### src/rtl/div_iter.sv
// Iterative restoring divider for the EX stage: one quotient bit per cycle,
// signed/unsigned, divide-by-zero short path, annul and registered outputs.
module div_iter #(
    parameter int unsigned WIDTH = 32
) (
    input  logic               clk,
    input  logic               rst,
    input  logic               div_start,
    input  logic               div_signed,
    input  logic               div_annul,
    input  logic [WIDTH-1:0]   opdata_a,
    input  logic [WIDTH-1:0]   opdata_b,
    output logic [2*WIDTH-1:0] div_result,
    output logic               div_ready
);

    localparam logic [1:0] S_IDLE    = 2'd0;
    localparam logic [1:0] S_DIVZERO = 2'd1;
    localparam logic [1:0] S_RUN     = 2'd2;
    localparam logic [1:0] S_DONE    = 2'd3;

    localparam int unsigned CW = $clog2(WIDTH) + 1;

    logic [1:0]       state;
    logic [CW-1:0]    counter;
    logic [WIDTH:0]   part_rem;
    logic [WIDTH-1:0] dvd_q;
    logic [WIDTH-1:0] divisor;
    logic             signed_op;
    logic             sign_a;
    logic             sign_b;

    logic [WIDTH-1:0] abs_a;
    logic [WIDTH-1:0] abs_b;
    logic [WIDTH:0]   shifted;
    logic [WIDTH:0]   trial;
    logic             q_bit;
    logic [WIDTH:0]   rem_next;
    logic [WIDTH-1:0] quo_next;
    logic             neg_q;
    logic             neg_r;
    logic [WIDTH-1:0] quo_fix;
    logic [WIDTH-1:0] rem_fix;

    always_comb begin
        abs_a = (div_signed && opdata_a[WIDTH-1]) ? -opdata_a : opdata_a;
        abs_b = (div_signed && opdata_b[WIDTH-1]) ? -opdata_b : opdata_b;

        // dvd_q holds the unconsumed dividend bits on top and the quotient
        // bits collected so far underneath; after WIDTH steps it is the quotient.
        shifted  = {part_rem[WIDTH-1:0], dvd_q[WIDTH-1]};
        trial    = shifted - {1'b0, divisor};
        q_bit    = ~trial[WIDTH];
        rem_next = q_bit ? trial : shifted;
        quo_next = {dvd_q[WIDTH-2:0], q_bit};

        neg_q   = signed_op & (sign_a ^ sign_b);
        neg_r   = signed_op & sign_a;
        quo_fix = neg_q ? -quo_next : quo_next;
        rem_fix = neg_r ? -rem_next[WIDTH-1:0] : rem_next[WIDTH-1:0];
    end

    always_ff @(posedge clk or posedge rst) begin
        if (rst) begin
            state      <= S_IDLE;
            counter    <= '0;
            part_rem   <= '0;
            dvd_q      <= '0;
            divisor    <= '0;
            signed_op  <= 1'b0;
            sign_a     <= 1'b0;
            sign_b     <= 1'b0;
            div_result <= '0;
            div_ready  <= 1'b0;
        end else begin
            case (state)
                S_IDLE: begin
                    div_ready  <= 1'b0;
                    div_result <= '0;
                    if (div_start && !div_annul) begin
                        signed_op <= div_signed;
                        sign_a    <= opdata_a[WIDTH-1];
                        sign_b    <= opdata_b[WIDTH-1];
                        dvd_q     <= abs_a;
                        divisor   <= abs_b;
                        part_rem  <= '0;
                        counter   <= '0;
                        state     <= (opdata_b == '0) ? S_DIVZERO : S_RUN;
                    end
                end
                S_DIVZERO: begin
                    div_result <= '0;
                    if (div_annul) begin
                        state   <= S_IDLE;
                        counter <= '0;
                    end else begin
                        state     <= S_DONE;
                        div_ready <= 1'b1;
                    end
                end
                S_RUN: begin
                    if (div_annul) begin
                        state      <= S_IDLE;
                        counter    <= '0;
                        div_result <= '0;
                    end else begin
                        part_rem <= rem_next;
                        dvd_q    <= quo_next;
                        counter  <= counter + 1'b1;
                        if (counter == CW'(WIDTH - 1)) begin
                            state      <= S_DONE;
                            div_ready  <= 1'b1;
                            div_result <= {rem_fix, quo_fix};
                        end
                    end
                end
                S_DONE: begin
                    if (!div_start) begin
                        state      <= S_IDLE;
                        div_ready  <= 1'b0;
                        div_result <= '0;
                    end
                end
                default: begin
                    state      <= S_IDLE;
                    div_ready  <= 1'b0;
                    div_result <= '0;
                end
            endcase
        end
    end

endmodule
### config.mk
export PLATFORM = sky130hd
export DESIGN_NAME = div_iter
export DESIGN_NICKNAME = d
export VERILOG_FILES = /design/src/rtl/div_iter.sv
export SDC_FILE = /design/constraint.sdc
export NUM_CORES = 1
export LEC_CHECK = 0
export CORE_ASPECT_RATIO = 1.4
export CORE_MARGIN = 4
export CORE_UTILIZATION = 29
export DETAILED_ROUTE_END_ITERATION = 10
export PLACE_DENSITY_LB_ADDON = 0.12
export SLEW_MARGIN = 25
export SYNTH_ARGS = -nofsm -noshare
export SYNTH_HDL_FRONTEND = slang
export SYNTH_SLANG_ARGS = --single-unit
### constraint.sdc
create_clock -name clk -period 5.1 [get_ports clk]
set_input_delay 0.765 -clock clk [delete_from_list [all_inputs] [get_ports clk]]
set_output_delay 0.765 -clock clk [all_outputs]
set_load 0.02 [all_outputs]
* Word level (Yosys, flattened, before mapping)
Cells that the tools add are included.
Storage, ports and cells: bits in read-only memories 0, memories kept 0, register bits 172, latch bits 0, output and inout bits 65, input bits 69, RAM bits 0, logic and storage cells 77
Cells by class: reductions and logical operators 15, $add $sub $neg 6, shifts and indexed selects 0, divide/modulo/power cells 0, bitwise gates (word level) 4, equality and inequality tests 11, $mul 0, $lt $le $gt $ge 0, muxes and demuxes 31
Operator list (number):
- $mux 32 | 9
- $mux 64 | 3
- $pmux 64 s3 | 1
- $neg 32->32 | 4
- $pmux 32 s2 | 2
- $sub 33x32->33 | 1
- $logic_not 32->1 | 1
- $mux 6 | 3
- $pmux 6 s3 | 1
- $mux 2 | 6
- $ne 2x2->1 const B | 6
- $reduce_and 3->1 | 3
- $pmux 2 s4 | 1
- $add 6x1->6 const B | 1
- $eq 6x5->1 const B | 1
- $eq 2x2->1 const B | 2
- $mux 1 | 4
- $pmux 1 s4 | 1
- $reduce_and 2->1 | 2
- $reduce_and 4->1 | 1
- $logic_and 1x1->1 | 3
- $ne 3x3->1 const B | 1
- $reduce_bool 3->1 | 1
- $and 1x1->1 | 2
- 7 further kinds | 7

* Longest topological paths before layout
depth after elaboration 7, mapped depth 27, depth with buffers taken out 23

* Worst setup path after synthesis
No wires, ideal clock.
path kind register to register, start point register dvd_q[31], end point register div_result[58], path buffers 4, data arrival time 5009 ps, setup slack -4 ps, cell stages (with the launch flop) 28, period minus slack after synthesis 5104 ps, library setup time 96 ps, data required time 5004 ps, cells stage by stage dfrtp_1 > inv_1 > ha_1 > inv_1 > fa_1 > a21o_1 > a221oi_4 > a21oi_2 > o211a_1 > or2_1 > o211a_1 > buf_6 > inv_2 > buf_4 > buf_4 > clkbuf_1 > nor2_1 > a21oi_1 > ha_1 > nand3b_1 > nor3_1 > nand3_1 > mux2i_1 > nand2_1 > o31ai_2 > o21ai_1 > xor2_1 > o31ai_1
On the way: cells in the longest elaborated chain, start to end 7
Ends and longest elaborated chain:
- start, declared | RTL line 27 | logic [WIDTH-1:0] dvd_q;
- start signal, assigned | RTL line 84 | dvd_q <= abs_a;
- start signal, assigned | RTL line 108 | dvd_q <= quo_next;
- $sub 33x32->33 | RTL line 52 | trial = shifted - {1'b0, divisor};
- $mux 32 (*) | RTL line 54 | rem_next = q_bit ? trial : shifted;
- $neg 32->32 | RTL line 60 | rem_fix = neg_r ? -rem_next[WIDTH-1:0] : rem_next[WIDTH-1:0];
- $mux 32 (*) | RTL line 60
- $mux 64 (*) | RTL line 110 | if (counter == CW'(WIDTH - 1)) begin
- $mux 64 (*) | RTL line 102 | if (div_annul) begin
- $pmux 64 s3 (*) | RTL line 76 | case (state)
- end signal, assigned | RTL line 113 | div_result <= {rem_fix, quo_fix};
- end, declared | RTL line 13 | output logic [2*WIDTH-1:0] div_result,
Every way passes the cells marked *; elsewhere a longest branch is shown, timed or not. The select of a mux whose other input is x is not followed. A chain may end at the register's enable or synchronous reset.

* Worst setup path after layout
start point register dvd_q[31], end point register div_result[53]
The elaborated chain is that of the path after synthesis.

==> impl_metrics.csv <==
group,metric,value,unit
timing,fin_ws,331,ps
floorplan,die-area,44300,µm²
synth,yosys_warnings,0,
timing,worstMarginPinSlew,1060,ps
timing,fin_skew,9.37,ps
timing,slew_violations,0,
route,wirelength,40300,µm
floorplan,die_x,179,µm
clock_tree,clk_path_buf_depth,2,
floorplan,core_area,40400,µm²
synth,seq_area_frac_synth,0.362,
synth,ys_types,70,
power_and_ir_drop,leakage,6.04,nW
route,num_vias,10800,
timing,period_share,0.935,
job,drv_cap,0,
global_routing,antenna_found_initial,0,
route,viasPerCell,5.06,
route,wl_per_cell,19.0,µm
route,first_iter_violations,561,
synth,synth_common_cells,"nand2_1 (239), o21ai_0 (196), dfrtp_1 (172)",
synth,syn_nets,1589,
synth,syn_inst,1477,
min_path,hold_class,"reg2reg",
clock_tree,hold_buffers,0,
timing,finalSetupViolations,0,
placement,port_buffers,133,
setup_path,startpoint_type,"flip-flop",
clock_tree,cts.root.buffer_cell,"clkbuf_16",
setup_path,path_class,"reg2reg",
timing,tns,0,ps
layout,finalNonFillerCells,2126,
synth,ys_ff_latch,172,
setup_path,critPathArrivalTime,5080,ps
global_routing,grt_pass1_wl,62600,µm
floorplan,row_count,87,
layout,drive_above_1_share,0.0634,
power_and_ir_drop,max-vdd-ir-drop,0.000299,V
route,first_pass_iters,5,
floorplan,start_util,0.294,
global_routing,grt_pass1_vias,10800,
power_and_ir_drop,p_per_area,748,nW/µm²
layout,area_delta_synth_final,22.7,%
clock_tree,path_clk_slew,70,ps
timing,fmax,210,MHz
synth,synth_area,11900,µm²
clock_tree,ctsResizeCount,0,
synth,yosysTopAreaCellShare,0.362,
route,drtAntennaViolNets,0,
route,drcViolationCount,0,
timing,rsz0062_at_grt,"false",
timing,final.min_clock_period,4770,ps
global_routing,overflow,0,
synth,synth-async-reset-ratio,1.00,
synth,yosysTopAreaCell,"dfrtp_1",
global_routing,grt_max_degree,136,
setup_path,end_kind,"flip-flop",
synth,synthTopCellsByArea,"dfrtp_1 (36%), o21ai_0 (8.3%), nand2_1 (7.5%)",
layout,nNetsFinal,1691,
placement,place.gp.congestion,0.874,
floorplan,ioPinCount,134,
placement,post-place-cells,2094,
synth,synth_area_per_cell,8.05,µm²
placement,dp_slack,86.8,ps
clock_tree,cts_tree,"yes",
synth,yosysMostFrequentCell,"nand2_1",
clock_tree,clock-sinks,172,
setup_path,cp_max_fo,38,
synth,synthFlopType,"dfrtp_1",
clock_tree,clk_latency,450,ps
layout,num_antenna_cells,0,
clock_tree,cts_buffers,17,
outcome,status,"finished, final reports clean",
placement,dpl.hpwl,30600,µm
synth,synth-edff-count,0,
clock_tree,post_cts_buffers,0,
floorplan,die_h,248,µm
setup_path,cp.required,5410,ps
timing,relSlewSlack,0.294,
global_routing,grt_usage,0.183,
timing,hold_violations,0,
clock_tree,cts.htree.levels,4,
-- final timing paths --
kind,to,cells after the start,startpoint,slack [ps]
min in group asynchronous,div_result[12],3,rst,850
worst max register to register,div_result[53],17,dvd_q[31],330
worst min register to register,div_result[53],2,div_result[53],480
max in group asynchronous,divisor[13],3,rst,3570
worst min-delay path,div_result[53],2,div_result[53],480
worst max-delay path,div_result[53],17,dvd_q[31],330
-- worst max-delay path, stage by stage (launching register included) --
cell	delay, ps
dfrtp_1	400
inv_1	90
ha_1	160
inv_1	50
fa_1	400
a21o_1	220
a221oi_4	260
a21oi_2	120
o211a_1	250
o21ai_0	140
o211a_2	280
buf_4	460
mux2i_1	440
o21ai_0	200
nor3_1	480
nor2_1	100
xor2_1	420
o21ai_0	130
-- stage by stage --
step / utilization / hold slack (ps) / total power, mW / area, µm²
6_report: 0.361 / 475 / 10.9 / 14600
5_1_grt: 0.361 / 508 / 11.8 / 14600
4_1_cts: 0.360 / 482 / 11.0 / 14500
3_5_place_dp: 0.342 / 469 / 9.30 / 13800
3_3_place_gp: 0.342 / 464 / 9.30 / 13800
2_1_floorplan: - / 447 / 6.99 / 11900
-- cell usage in the layout (no fill, tap or decap), types with 11 or more instances in the layout --
| cell | n |
|---|---|
| and2_1 | 11 |
| nor2_1 | 112 |
| buf_4 | 27 |
| dfrtp_1 | 172 |
| nand2_1 | 239 |
| nand3_1 | 12 |
| o41ai_1 | 11 |
| ha_1 | 40 |
| a21oi_1 | 111 |
| clkdlybuf4s50_1 | 133 |
| nor3_1 | 27 |
| nand2b_1 | 11 |
| nor4_1 | 23 |
| a21o_1 | 15 |
| clkbuf_16 | 17 |
| o21ai_0 | 195 |
| mux2i_1 | 28 |
| xor2_1 | 77 |
| xnor2_1 | 71 |
| inv_1 | 56 |
| o31ai_1 | 33 |
| a31oi_1 | 19 |
-- logic make-up after synthesis --
kind of cell / Yosys count / share of synthesized area
buf+inv: 137 / 0.0452
simple gates: 498 / 0.189
compound gates: 445 / 0.220
mux: 34 / 0.0290
xor+xnor: 148 / 0.109
fa+ha+maj: 43 / 0.0459
flops: 172 / 0.362
-- power breakdown --
group | internal [mW] | switching, mW
registers | 1.87 | 0.471
clock network | 0.987 | 0.609
logic | 2.59 | 4.39
total | 5.44 | 5.47
-- registers in the layout (all words and copies together) (netlist names) --
register	count
div_result	64
divisor	32
dvd_q	32
part_rem	32
counter	6
state	2
div_ready	1
sign_a	1
sign_b	1
signed_op	1
-- per-layer routing --
metal  vias to the layer above  GRT usage  share of wire
met5                         -          0              0
met4                         0     0.0711          0.035
met3                        53     0.0321          0.034
met2                       198      0.338           0.53
met1                      5143      0.206           0.40
li1                       5369          -              -
-- area by class of cell --
type	count	area, µm²
Clock buffer	19	443
Clock inverter	13	260
Fill cell	4283	25800
Inverter	58	221
Multi-Input combinational cell	1168	7120
Sequential cell	172	4300
Tap cell	534	668
Timing Repair Buffer	162	1570
No activity file was read; power rests on OpenSTA's default activity.
==> edit: new RTL, config.mk and constraints unchanged <==
Set the parameter `WIDTH` to 16 (it was 32).
--- a/src/rtl/div_iter.sv
+++ b/src/rtl/div_iter.sv
@@ -1,7 +1,7 @@
 // Iterative restoring divider for the EX stage: one quotient bit per cycle,
 // signed/unsigned, divide-by-zero short path, annul and registered outputs.
 module div_iter #(
-    parameter int unsigned WIDTH = 32
+    parameter int unsigned WIDTH = 16
 ) (
     input  logic               clk,
     input  logic               rst,
Ports: changed (resized div_result, opdata_a and opdata_b); port bits go from 134 to 70. No check against the original RTL was run, so the function may have changed too.
==> edit against the unedited design <==
  * Fmax rose by 10%
  * Sequential power shrank 50%
  * Synthesized cell count decreased by 49%
  * First-iteration DRC count down 45%
  * Cell area down 48%
  * Power decreased by 54%
  * Worst setup slack better by 0.44 ns
  * Die area down 45%
  * Wire length down 56%
  * Sequential cell count is 81 lower
  * Area after synthesis is 47% lower
  * Critical path type unchanged
  * Largest cell class unchanged
==> edit: results (changes against the unedited design) <==
The tools report the post-synth net total as 825 (-48%). The layout buffering overhead excluding clock cells was 9.94% (-0.79 points). The worst reg2reg path endpoint was div_result[30]. The depth of the most critical reg-to-reg path works out to 18 (+1). The mean number of vias per cell was 5.14 (+1.6%). Power of the clock network: 692 uW (-57%).

The layout inverter count without the clock tree came out at 36 (-38%). The run finished with clean final reports. The proportion of synthesized chip area in sequential cells came out at 36.1% (-0.12 points).

The H-tree depth was 3 (-1). By count the netlist is led by sky130_fd_sc_hd__nand2_1 (116), sky130_fd_sc_hd__o21ai_0 (96), sky130_fd_sc_hd__dfrtp_1 (91). The tools report the worst reg-to-reg setup slack as 0.77 ns (+0.44 ns). For the final layout net count, the log shows 878 (-48%). The logs give 375 um (-73%) for the met3 routed wirelength and 0.255 mV (-15%) for the worst IR drop on VDD. The fill cell instance count of the final layout is 2247 (-48%), and the count of buffers from port buffering is 69 (-48%). The run gives 10400 um (-52%) as the total length of routed met2 wires. The proportion of cell area occupied by registers works out to 30.2% (+0.65 points).

The final wirelength is 17900 um (-56%). Tracing the worst setup path back leads to its startpoint at dvd_q[15]. The largest fanout of any net on the critical path works out to 25 (-34%). The timing-limited maximum frequency is 0.231 GHz (+10%), and the area share of fa/ha/maj cells after synthesis is 5.67% (+1.1 points). Maximum number of pins on one net before global-route repair: 55 (-60%). The total core area was 21300 sq um (-47%). Share of final-layout standard cells stronger than drive strength 1: 6.97% (+0.62 points). The run gives 6930 um (-57%) as the sum of routed wire segments on met1. The maximum cell stage delay along the critical path came out at 0.46 ns (-0.02 ns). The cell type of the slowest stage on the worst timing path was sky130_fd_sc_hd__fa_1.
-- edit: cell types whose count changed in the layout (fill, tap and decap cells not counted), sizes merged, moves of 38 or more --
cell	before	now
o21ai	205	97
dfrtp	172	91
nand2	239	116
xor2	77	29
clkdlybuf4s50	133	69
a21oi	115	56
xnor2	71	33
nor2	113	60
-- edit: worst min-delay path by stage --
stage	slack, ns	from	endpoint
floorplan	0.45	counter[4]	counter[4]
global placement	0.46	counter[4]	counter[4]
detailed placement	0.47	counter[4]	counter[4]
CTS	0.48	counter[4]	counter[4]
global route	0.51	div_result[18]	div_result[18]
finish	0.48	divisor[12]	divisor[12]
-- edit: worst register-to-register path, delay by kind of cell, from the launching register on --
kind / cells / cell delay (ns)
mux: 1 / 0.25
flops: 1 / 0.40
simple gates: 6 / 0.95
fa+ha+maj: 3 / 0.90
compound gates: 5 / 1.24
buf+inv: 3 / 0.49
